[src/rtl/rv_iter_divider.sv]
// Iterative radix-2 restoring divider for RV32M DIV/DIVU/REM/REMU.
// One operation in flight; valid/ready on both sides, flush drops everything.
module rv_iter_divider #(
    parameter int N = 32
) (
    input  logic         clk,
    input  logic         rst_n,
    input  logic         flush,
    input  logic         in_valid,
    output logic         in_ready,
    input  logic [1:0]   op,
    input  logic [N-1:0] a,
    input  logic [N-1:0] b,
    output logic         out_valid,
    input  logic         out_ready,
    output logic [N-1:0] result
);
    // state | meaning
    // IDLE  | waiting for a request, in_ready high
    // CALC  | one restoring iteration per edge, N edges
    // DONE  | result held until out_ready
    localparam int CW = $clog2(N) + 1;
    localparam logic [N-1:0] MIN_NEG = {1'b1, {(N-1){1'b0}}};

    typedef enum logic [1:0] {IDLE, CALC, DONE} state_t;

    state_t         state, state_nxt;
    logic           rem_sel;
    logic           neg_q, neg_r;
    logic [N-1:0]   rem_r;
    logic [N-1:0]   quo_r;
    logic [N-1:0]   dvs_r;
    logic [CW-1:0]  cnt;

    logic           accept;
    logic           is_signed;
    logic [N-1:0]   abs_a, abs_b;
    logic           div_zero, ovf, special;
    logic [N-1:0]   spec_res;
    logic [N:0]     shifted, trial;
    logic [N-1:0]   rem_nxt, quo_nxt;
    logic           last_iter;
    logic [N-1:0]   quo_fix, rem_fix, fin_res;

    assign in_ready  = (state == IDLE) && rst_n;
    assign out_valid = (state == DONE);
    assign accept    = in_valid && in_ready && !flush;

    assign is_signed = ~op[0];
    assign abs_a     = (is_signed && a[N-1]) ? -a : a;
    assign abs_b     = (is_signed && b[N-1]) ? -b : b;
    assign div_zero  = (b == '0);
    assign ovf       = is_signed && (a == MIN_NEG) && (b == '1);
    assign special   = div_zero || ovf;
    // Divide-by-zero returns the raw dividend as remainder, not its magnitude
    assign spec_res  = div_zero ? (op[1] ? a : '1) : (op[1] ? '0 : MIN_NEG);

    // R stays below the divisor, so its top bit never needs storing
    assign shifted   = {rem_r, quo_r[N-1]};
    assign trial     = shifted - {1'b0, dvs_r};
    assign rem_nxt   = trial[N] ? shifted[N-1:0] : trial[N-1:0];
    assign quo_nxt   = {quo_r[N-2:0], ~trial[N]};
    assign last_iter = (cnt == CW'(N - 1));

    assign quo_fix   = neg_q ? -quo_nxt : quo_nxt;
    assign rem_fix   = neg_r ? -rem_nxt : rem_nxt;
    assign fin_res   = rem_sel ? rem_fix : quo_fix;

    always_ff @(posedge clk or negedge rst_n) begin
        if (!rst_n) begin
            state <= IDLE;
        end else begin
            state <= state_nxt;
        end
    end

    always_comb begin
        state_nxt = state;
        case (state)
            IDLE: if (accept)    state_nxt = special ? DONE : CALC;
            CALC: if (last_iter) state_nxt = DONE;
            DONE: if (out_ready) state_nxt = IDLE;
            default:             state_nxt = IDLE;
        endcase
        if (flush) state_nxt = IDLE;
    end

    always_ff @(posedge clk or negedge rst_n) begin
        if (!rst_n) begin
            rem_sel <= 1'b0;
            neg_q   <= 1'b0;
            neg_r   <= 1'b0;
            rem_r   <= '0;
            quo_r   <= '0;
            dvs_r   <= '0;
            cnt     <= '0;
            result  <= '0;
        end else if (flush) begin
            cnt <= '0;
        end else begin
            case (state)
                IDLE: begin
                    if (accept) begin
                        rem_sel <= op[1];
                        neg_q   <= is_signed && (a[N-1] ^ b[N-1]);
                        neg_r   <= is_signed && a[N-1];
                        dvs_r   <= abs_b;
                        quo_r   <= abs_a;
                        rem_r   <= '0;
                        cnt     <= '0;
                        if (special) result <= spec_res;
                    end
                end
                CALC: begin
                    rem_r <= rem_nxt;
                    quo_r <= quo_nxt;
                    cnt   <= cnt + 1'b1;
                    if (last_iter) result <= fin_res;
                end
                default: ;
            endcase
        end
    end
endmodule

[config.mk]
export PLATFORM = sky130hd
export DESIGN_NAME = rv_iter_divider
export DESIGN_NICKNAME = d
export VERILOG_FILES = /design/src/rtl/rv_iter_divider.sv
export SDC_FILE = /design/constraint.sdc
export NUM_CORES = 1
export LEC_CHECK = 0
export BUFFER_PORTS_ARGS = -buffer_cell sky130_fd_sc_hd__buf_2
export CAP_MARGIN = 20
export CELL_PAD_IN_SITES_DETAIL_PLACEMENT = 1
export CELL_PAD_IN_SITES_GLOBAL_PLACEMENT = 1
export CORE_MARGIN = 2
export CORE_UTILIZATION = 35
export DETAILED_ROUTE_END_ITERATION = 8
export GPL_TIMING_DRIVEN = 0
export PLACE_DENSITY_LB_ADDON = 0.1
export SYNTH_ARGS = -nofsm -noshare
export SYNTH_HDL_FRONTEND = slang
export SYNTH_SLANG_ARGS = --single-unit
[constraint.sdc]
create_clock -name clk -period 12.4 [get_ports clk]
set_clock_uncertainty 0.2 [all_clocks]
set_input_delay 0.62 -clock clk [delete_from_list [all_inputs] [get_ports clk]]
set_output_delay 0.62 -clock clk [all_outputs]
set_load 0.02 [all_outputs]
==> flow_summary_export.csv <==
group,metric,value,unit
placement,place_congestion,0.9187,
synth,synth.avg_cell_area,7.652,sq um
setup_path,r2r_setup_slack,5.36,ns
clock_network,cts_buffers,17,
clock_network,post_cts_buffers,0,
clock_network,clk_latency,0.45,ns
setup_path,path_max_fanout,10,
die,die_area,34880,sq um
cells_and_area,antenna-diode-count,0,
timing,fmax,0.1420,GHz
die,io_pins,105,
route,ant_nets,0,
synth,post-synth-top-area-fraction,0.2975,
grt,grt_pass1_vias,12290,
timing,tightest_slew,1.022,ns
cells_and_area,nFillCells,4143,
synth,syn_area,11690,sq um
synth,syn-num-nets,1638,
route,viasPerCell,5.761,
grt,grt_max_degree,87,
grt,grt_first_pass_wirelength,75440,um
hold_path,hp-class,"in -> reg",
clock_network,cts.path.max_buffers,2,
setup_path,reg2reg_depth,24,
grt,gr-usage-met1,0.3937,
setup_path,r2r_start,"quo_r[31]",
cells_and_area,fin_area,13380,sq um
timing,finalSetupViolations,0,
pwr,leakagePower,5.467,nW
setup_path,crit_type,"reg -> reg",
clock_network,cts.sinks,139,
setup_path,crit_end,"result[30]",
cells_and_area,drive_gt1_frac,0.1027,
route,drc,0,
cells_and_area,area_delta_synth_final,14.40,%
pwr,cellPowerDensity,273.9,nW/um^2
placement,place_area,12800,sq um
grt,grt_overflow_total,0,
route,routed_wl,49060,um
synth,netlist_top_cells_area,"dfrtp_1, o21ai_0, nand2_1, xnor2_1, a21oi_1",
synth,yosysSeqAreaShare,0.2975,
cells_and_area,final_cells,2107,
flow_run,drv_cap,0,
timing,finalCritPeriodShare,0.5680,
route,avgRoutedWirePerCell,23.28,um
route,drt_iter0_markers,810,
die,row_count,66,
grt,antenna_found_initial,1,
timing,grt_setup_unrepaired,"false",
synth,ys_ff_latch,139,
clock_network,clock-root-buffer,"clkbuf_16",
grt,grtUsageMet3,0.06094,
cells_and_area,nNetsFinal,1763,
synth,yosys.area.top_type,"dfrtp_1",
route,num_vias,12140,
clock_network,cts_htree_levels,4,
grt,met2_usage,0.4451,
synth,yosys_warnings,0,
timing,max-slew-margin-rel,0.3099,
timing,setup_tns,0,ns
grt,grt-busiest-layer,"met2",
synth,synthCells,1528,
synth,netlist_top_cells_count,"o21ai_0, nand2_1, dfrtp_1, nor2_1, a21oi_1",
die,dieHeight,186.8,um
setup_path,endpoint_kind,"register",
timing,hold_violations,0,
die,core,32700,sq um
timing,final.min_clock_period,7.044,ns
die,dieWidth,186.8,um
run_status,status,"finished clean",
route,dr.pass1.iters,5,
clock_network,clkTransAtPathRegs,0.07,ns
pwr,max-vdd-ir-drop,0.0001381,V
synth,synthFlopType,"dfrtp_1",
setup_path,r2r_end,"result[30]",
placement,dp_hpwl,38960,um
placement,io_buffers,104,
setup_path,crit_start,"quo_r[31]",
clock_network,cts_tree,"yes",
synth,ys_types,85,
synth,synth.most_common_cell,"o21ai_0",
synth,async_flop_share,1.000,
synth,synth-edff-count,0,
grt,grt.total_usage,0.2814,
die,start_util,0.3576,
setup_path,arrival,7.24,ns
setup_path,required,12.59,ns
setup_path,startpoint_type,"register",
timing,slew_violations,0,
placement,placed_cells,2075,
cell families after synthesis:
family,count (synthesis),share of synthesized area
AO/OA/AOI/OAI,511,0.2706
XOR/XNOR,136,0.1019
adder cells (fa/ha/maj),39,0.04238
buffers and inverters,147,0.04858
flip-flops,139,0.2975
multiplexers,28,0.02418
AND/OR/NAND/NOR,528,0.2149
registers in the layout (all words and copies together) (netlist names):
| signal | count |
|---|---|
| neg_r | 1 |
| rem_sel | 1 |
| cnt | 6 |
| rem_r | 32 |
| state | 2 |
| result | 32 |
| dvs_r | 32 |
| neg_q | 1 |
| quo_r | 32 |
layer usage:
metal | vias up | part of all wire
met5 | - | 0
met4 | 0 | 0.012
met3 | 29 | 0.064
met2 | 318 | 0.45
met1 | 6039 | 0.47
li1 | 5752 | -
final cells by class:
class                           count  area (sq um)  share of cell area
Clock inverter                      7         91.34            0.006828
Inverter                           51         191.4             0.01431
Tap cell                          442         553.0             0.04134
Timing Repair Buffer              106         568.0             0.04247
Clock buffer                       24         471.7             0.03526
Sequential cell                   139          3478              0.2600
Multi-Input combinational cell   1242          7646              0.5716
Buffer                             96         376.6             0.02815
metrics by stage:
stage	utilization	power (W)	hold slack (ns)	setup slack, ns
finish	0.4091	0.003663	0.2455	5.356
global route	0.4091	0.003928	0.2546	5.001
CTS	0.4091	0.003649	0.2315	5.489
detailed placement	0.3915	0.003115	0.2701	5.549
global placement	0.3904	0.003066	0.2586	5.569
floorplan	-	0.002333	0.1244	7.158
report_power, final:
| part | switching (W) | internal (W) | leakage (nW) |
|---|---|---|---|
| registers | 0.000163 | 0.000581 | 1.79 |
| clock network | 0.000212 | 0.000305 | 0.274 |
| logic | 0.00159 | 0.000817 | 3.40 |
| total | 0.00196 | 0.00170 | 5.47 |
cells in the final DEF, fill, tap and decap left out, types with 24 or more instances in the layout:
cell type	n
o21ai_0	199
o31ai_1	29
ha_1	38
or3_1	24
nand2_1	189
dfrtp_1	139
nor2_1	131
xor2_1	61
inv_1	49
nor3_1	38
buf_2	115
mux2i_1	26
o211ai_1	24
xnor2_1	75
a21oi_1	118
clkbuf_1	80
worst min-delay path by stage:
stage               start    endpoint  depth (start not counted)
2_1_floorplan       rst_n      cnt[0]                          0
3_3_place_gp   result[13]  result[13]                          2
3_5_place_dp   result[14]  result[14]                          2
4_1_cts             flush    state[0]                          2
5_1_grt             flush    state[0]                          2
6_report            flush    state[0]                          2
critical path: stages, from the launching register on:
cell and delay [ns]:
dfrtp_1 0.41, inv_1 0.17, ha_1 0.23, fa_1 0.27
nor2b_4 0.08, o31a_1 0.30, o211ai_2 0.34, a211oi_2 0.15
nor4_2 0.73, nor2_4 0.06, inv_2 0.14, buf_2 0.29
buf_1 0.53, buf_1 0.45, nor2_1 0.08, a21oi_1 0.27
ha_1 0.29, and3_1 0.28, nand4b_1 0.17, o31a_1 0.36
or2_2 0.29, clkbuf_1 0.22, o311a_1 0.41, nor2_1 0.13
o21a_1 0.12
timing repair:
item / 4_1_cts / 5_1_grt
hold buffers: 1 / 0
hold endpoints to repair: 56 / 0
gates resized for setup: 0 / 0
(Power assumes the default switching activity.)
